### src/rtl/uart_tx_scheduler.sv
// Round-robin, per-packet owner of a shared 8N1 transmitter; feeds bytes over begin/busy/done.
// All outputs registered; an owner that idles mid-packet for HOLD_TIMEOUT clocks is aborted.
module uart_tx_scheduler #(
   parameter int NUM_REQ      = 4,
   parameter int HOLD_TIMEOUT = 2000
) (
   input  logic                 i_clock,
   input  logic                 i_reset,
   input  logic [NUM_REQ-1:0]   i_req,
   input  logic [8*NUM_REQ-1:0] i_reqData,
   input  logic [NUM_REQ-1:0]   i_reqLast,
   output logic [NUM_REQ-1:0]   o_reqAck,
   output logic [NUM_REQ-1:0]   o_grant,
   output logic [NUM_REQ-1:0]   o_abort,
   output logic                 o_busy,
   output logic                 o_txBegin,
   output logic [7:0]           o_txData,
   input  logic                 i_txBusy,
   input  logic                 i_txDone
);

   localparam int IDX_W = (NUM_REQ > 1) ? $clog2(NUM_REQ) : 1;

   typedef enum logic [2:0] {
      s_IDLE,
      s_LOAD,
      s_WAIT_BUSY,
      s_WAIT_DONE,
      s_HOLD
   } state_t;

   state_t             state_q, state_d;
   logic [NUM_REQ-1:0] grant_q, grant_d;
   logic [IDX_W-1:0]   owner_q, owner_d;
   logic [IDX_W-1:0]   last_owner_q, last_owner_d;
   logic               last_flag_q, last_flag_d;
   logic [15:0]        hold_cnt_q, hold_cnt_d;
   logic [NUM_REQ-1:0] req_ack_q, req_ack_d;
   logic [NUM_REQ-1:0] abort_q, abort_d;
   logic               busy_q, busy_d;
   logic               tx_begin_q, tx_begin_d;
   logic [7:0]         tx_data_q, tx_data_d;

   logic               do_load;
   logic [IDX_W-1:0]   load_idx;
   logic [IDX_W-1:0]   rr_idx;
   logic               rr_found;
   int                 rr_cand;
   logic [7:0]         load_byte;

   // Round-robin search starts just above the previous owner and wraps.
   always_comb begin
      rr_found = 1'b0;
      rr_idx   = last_owner_q;
      rr_cand  = 0;
      for (int i = 1; i <= NUM_REQ; i++) begin
         rr_cand = (int'(last_owner_q) + i) % NUM_REQ;
         if (!rr_found && i_req[IDX_W'(rr_cand)]) begin
            rr_found = 1'b1;
            rr_idx   = IDX_W'(rr_cand);
         end
      end
   end

   always_comb begin
      state_d      = state_q;
      grant_d      = grant_q;
      owner_d      = owner_q;
      last_owner_d = last_owner_q;
      last_flag_d  = last_flag_q;
      hold_cnt_d   = hold_cnt_q;
      req_ack_d    = '0;
      abort_d      = '0;
      tx_begin_d   = 1'b0;
      tx_data_d    = tx_data_q;
      do_load      = 1'b0;
      load_idx     = owner_q;
      load_byte    = 8'h00;

      case (state_q)
         s_IDLE: begin
            if (rr_found && !i_txBusy) begin
               owner_d          = rr_idx;
               grant_d          = '0;
               grant_d[rr_idx]  = 1'b1;
               load_idx         = rr_idx;
               do_load          = 1'b1;
            end
         end
         s_LOAD: begin
            state_d = s_WAIT_BUSY;
         end
         s_WAIT_BUSY: begin
            if (i_txBusy) begin
               state_d = s_WAIT_DONE;
            end
         end
         s_WAIT_DONE: begin
            if (i_txDone) begin
               if (last_flag_q) begin
                  last_owner_d = owner_q;
                  grant_d      = '0;
                  state_d      = s_IDLE;
               end else if (i_req[owner_q]) begin
                  do_load = 1'b1;
               end else begin
                  hold_cnt_d = 16'd0;
                  state_d    = s_HOLD;
               end
            end
         end
         s_HOLD: begin
            if (i_req[owner_q]) begin
               do_load = 1'b1;
            end else if (hold_cnt_q == 16'(HOLD_TIMEOUT - 1)) begin
               abort_d[owner_q] = 1'b1;
               last_owner_d     = owner_q;
               grant_d          = '0;
               state_d          = s_IDLE;
            end else begin
               hold_cnt_d = hold_cnt_q + 16'd1;
            end
         end
         default: begin
            state_d = s_IDLE;
         end
      endcase

      for (int k = 0; k < NUM_REQ; k++) begin
         if (load_idx == IDX_W'(k)) begin
            load_byte = i_reqData[8*k +: 8];
         end
      end

      // Begin, data and ack are launched together so they are all high during s_LOAD.
      if (do_load) begin
         state_d             = s_LOAD;
         tx_begin_d          = 1'b1;
         tx_data_d           = load_byte;
         req_ack_d[load_idx] = 1'b1;
         last_flag_d         = i_reqLast[load_idx];
      end

      busy_d = (state_d != s_IDLE);
   end

   always_ff @(posedge i_clock) begin
      if (i_reset) begin
         state_q      <= s_IDLE;
         grant_q      <= '0;
         owner_q      <= '0;
         last_owner_q <= IDX_W'(NUM_REQ - 1);
         last_flag_q  <= 1'b0;
         hold_cnt_q   <= 16'd0;
         req_ack_q    <= '0;
         abort_q      <= '0;
         busy_q       <= 1'b0;
         tx_begin_q   <= 1'b0;
         tx_data_q    <= 8'h00;
      end else begin
         state_q      <= state_d;
         grant_q      <= grant_d;
         owner_q      <= owner_d;
         last_owner_q <= last_owner_d;
         last_flag_q  <= last_flag_d;
         hold_cnt_q   <= hold_cnt_d;
         req_ack_q    <= req_ack_d;
         abort_q      <= abort_d;
         busy_q       <= busy_d;
         tx_begin_q   <= tx_begin_d;
         tx_data_q    <= tx_data_d;
      end
   end

   assign o_reqAck  = req_ack_q;
   assign o_grant   = grant_q;
   assign o_abort   = abort_q;
   assign o_busy    = busy_q;
   assign o_txBegin = tx_begin_q;
   assign o_txData  = tx_data_q;

endmodule
### config.mk
export PLATFORM = sky130hd
export DESIGN_NAME = uart_tx_scheduler
export DESIGN_NICKNAME = d
export VERILOG_FILES = /design/src/rtl/uart_tx_scheduler.sv
export SDC_FILE = /design/constraint.sdc
export NUM_CORES = 1
export LEC_CHECK = 0
export BUFFER_PORTS_ARGS = -buffer_cell sky130_fd_sc_hd__buf_2
export CAP_MARGIN = 15
export CORE_UTILIZATION = 46
export CTS_CLUSTER_SIZE = 25
export DETAILED_ROUTE_END_ITERATION = 10
export HOLD_SLACK_MARGIN = 0.02
export PLACE_DENSITY = 0.75
export SLEW_MARGIN = 20
export SYNTH_ARGS = -nofsm -noshare
export SYNTH_HDL_FRONTEND = slang
export SYNTH_SLANG_ARGS = --single-unit
### constraint.sdc
create_clock -name i_clock -period 2.7 [get_ports i_clock]
set_clock_uncertainty 0.2 [all_clocks]
set_input_delay 0.135 -clock i_clock [delete_from_list [all_inputs] [get_ports i_clock]]
set_output_delay 0.135 -clock i_clock [all_outputs]
set_load 0.05 [all_outputs]
==> results.json <==
{
  "status": "finished, violations left",
  "violations": "design-rule violations, negative hold slack",
  "ys_seq_elements": 46,
  "cp_slowest_cell": "or4_4",
  "worstSkewPairLatency_ns": 0.29,
  "cp.required_ns": 2.70,
  "drive_above_1_share_pct": 23.7,
  "first_pass_iters": 7,
  "grt_pass1_vias": 2344,
  "grt_start_max_net_pins": 22,
  "synthesis.nets": 299,
  "power_leakage_nw": 1.25,
  "hold_viol_final": 1,
  "postSynthCellCount": 254,
  "drt-initial-drc-count": 112,
  "endpoint_kind": "register",
  "path_cells": "or4_4 > or2_0 > o41a_1 > buf_6 > mux2i_1 > a221oi_1",
  "cp.arrival_ns": 2.60,
  "vias": 2391,
  "antenna_found_initial": 0,
  "globalRouteTotalUtil_pct": 27.1,
  "dp_cells": 370,
  "relSlewSlack_pct": 61.9,
  "htreeDepth": 2,
  "rows": 24,
  "max_cap_violations": 0,
  "clk_path_buf_depth": 2,
  "crit_type": "reg2reg",
  "worstMarginPinSlew_ns": 0.567,
  "synth_xor_area_share_pct": 0.395,
  "fin_nets": 399,
  "synth.avg_cell_area_um2": 8.72,
  "max_stage_delay_ns": 0.56,
  "swShare_pct": 31.9,
  "ios": 66,
  "fillers": 366,
  "fin_util_pct": 67.0,
  "final_common_cell": "buf_2",
  "multi_input_area_um2": 1220,
  "layout.cells.non_filler": 406,
  "ys_warn_count": 0,
  "power_switching_mw": 0.487,
  "drc": 1,
  "cts_tree": "yes",
  "clk_pin_slew_worst_paths_ns": 0.08,
  "synth_compound_area_share_pct": 20.2,
  "cp_max_fo": 21,
  "pwr-share-seq_pct": 48.1,
  "totalNegativeSetupSlack_ns": 0,
  "grt_pass1_wl_um": 10800,
  "hold_end": "o_txData[6]",
  "synthArstFlopShare_pct": 0,
  "grt_overflow": 0,
  "post_cts_buffers": 0,
  "coreArea_um2": 4500,
  "start_util_pct": 49.2,
  "ir_worst_vdd_v": 0.000384,
  "rsz0062_at_grt": "false",
  "synth.mux.area_fraction_pct": 9.60,
  "syn-cell-area_um2": 2220,
  "clkPwrFrac_pct": 26.3,
  "io_buffers": 65,
  "start_kind": "register",
  "viasPerCell": 5.89,
  "slew_viol_final": 0,
  "diodes": 0,
  "final_cell_mix": "buf_2, dfxtp_1, dlygate4sd3_1",
  "r2r_start": "state_q[0]",
  "synth_top_family_by_area": "simple AND/OR/NAND/NOR gates",
  "gp_congestion": 0.864,
  "power_density_nw_per_um2": 506,
  "hold_start": "i_reqData[6]",
  "synth_cell_types": 44,
  "pwr-share-comb_pct": 25.6,
  "place_ws_ns": 0.0754,
  "timing.final.ws_setup_ns": 0.103,
  "cts_root_buf": "clkbuf_8",
  "holdPathStages": 3,
  "drtAntennaViolNets": 0,
  "r2r_setup_slack_ns": 0.10,
  "period_share_pct": 96.2,
  "synth-edff-count": 0,
  "numCtsBuffers": 5,
  "dp_hpwl_um": 3930,
  "synthAdderAreaFrac_pct": 0.565,
  "die_h_um": 71.4,
  "r2r-end": "o_txData[3]",
  "area_delta_synth_final_pct": 36.1,
  "ff_latch_area_um2": 922,
  "die_w_um": 71.4,
  "seq_area_frac_synth_pct": 41.6,
  "internal_power_mw": 1.04,
  "hold-worst-slack_ns": -0.00220,
  "die_area_um2": 5100,
  "fmax_ghz": 0.385,
  "hold_class": "in2reg",
  "post_drt_wl_per_cell_um": 16.2,
  "clkSinkCount": 46,
  "worstRegToRegCells": 6,
  "period_needed_ns": 2.60,
  "setup_viol": 0,
  "synthSimpleGateAreaFrac_pct": 23.9,
  "synthFlopType": "dfxtp_1",
  "wirelength_um": 6570
}
-- metrics by stage --
step | power (mW) | instance area [um2]
final | 1.53 | 3020
after global routing | 1.59 | 3020
after CTS | 1.51 | 3000
after detailed placement | 1.09 | 2630
after global placement | 1.08 | 2630
after floorplan | 0.986 | 2220
-- kinds of logic (layout without fill, tap and decap cells) --
logic type | Yosys count | after routing
AND/OR/NAND/NOR | 94 | 94
AO/OA/AOI/OAI | 73 | 73
flip-flops | 46 | 46
multiplexers | 20 | 20
buffers and inverters | 19 | 119
adder cells (fa/ha/maj) | 1 | 1
XOR/XNOR | 1 | 1
-- worst max-delay path, delay by kind of cell, from the launching register on --
family | cells | cell delay, ns
AOI/OAI and AO/OA | 2 | 0.75
buffers and inverters | 1 | 0.20
muxes | 1 | 0.15
DFF | 1 | 0.38
and+or+nand+nor | 2 | 0.82
-- repair_timing --
action | in CTS | in global routing
resized for setup | 0 | 4
endpoints found under the setup margin | 0 | 9
endpoints found under the hold margin | 13 | 0
hold buffers | 29 | 0
-- sequential cells by signal (all words and copies together), names as in the netlist, 2 cells and up --
signal        flops
o_reqAck          4
o_grant           4
o_txData          8
hold_cnt_q       16
owner_q           2
o_abort           4
last_owner_q      2
state_q           3
-- worst max path at each step --
stage | startpoint | end | slack [ns] | cells after the start
after global placement | state_q[1] | o_txData[6] | 0.18 | 6
final | state_q[0] | o_txData[3] | 0.10 | 6
after detailed placement | state_q[1] | o_txData[6] | 0.08 | 6
after floorplan | state_q[1] | last_flag_q | 0.16 | 7
after global routing | state_q[0] | o_txData[0] | 0.03 | 6
after CTS | state_q[1] | o_txData[3] | 0.05 | 6
-- power groups by stage --
| stage | Clock, mW | Sequential (mW) | Combinational (mW) |
|---|---|---|---|
| 3_3_place_gp | 0 | 0.747 | 0.334 |
| 2_1_floorplan | 0 | 0.832 | 0.154 |
| 6_report | 0.401 | 0.734 | 0.392 |
| 3_5_place_dp | 0 | 0.747 | 0.340 |
| 5_1_grt | 0.433 | 0.738 | 0.416 |
| 4_1_cts | 0.402 | 0.732 | 0.372 |
-- metal layers --
| metal | global-route usage [%] | part of all wire, % | up-vias |
|---|---|---|---|
| li1 | - | - | 1173 |
| met1 | 33.2 | 43 | 1121 |
| met3 | 5.77 | 5.3 | 15 |
| met4 | 12.4 | 2.8 | 0 |
| met5 | 0 | 0 | - |
| met2 | 45.6 | 49 | 82 |
-- layout make-up --
class / instances / share of cell area (%)
multi-input combinational: 189 / 40.6
sequential: 46 / 30.6
timing repair buffer: 102 / 22.9
clock buffer: 7 / 2.53
tap: 52 / 2.16
inverter: 10 / 1.24
-- cells in the mapped netlist (5+ instances only) --
library cell  instances  area, um2
dfxtp_1              46        921
o21ai_0              26        130
nand4_1              10       62.6
inv_1                10       37.5
a21oi_1              20        100
nor4_1                6       37.5
nand3_1              11       55.1
nor2_1               16       60.1
or4_1                 5       37.5
clkbuf_1              6       22.5
a221oi_1              9       78.8
nand2_1              11       41.3
o31ai_1               5       37.5
or3_1                13       81.3
mux2i_1              19        190
(Power assumes the default switching activity.)
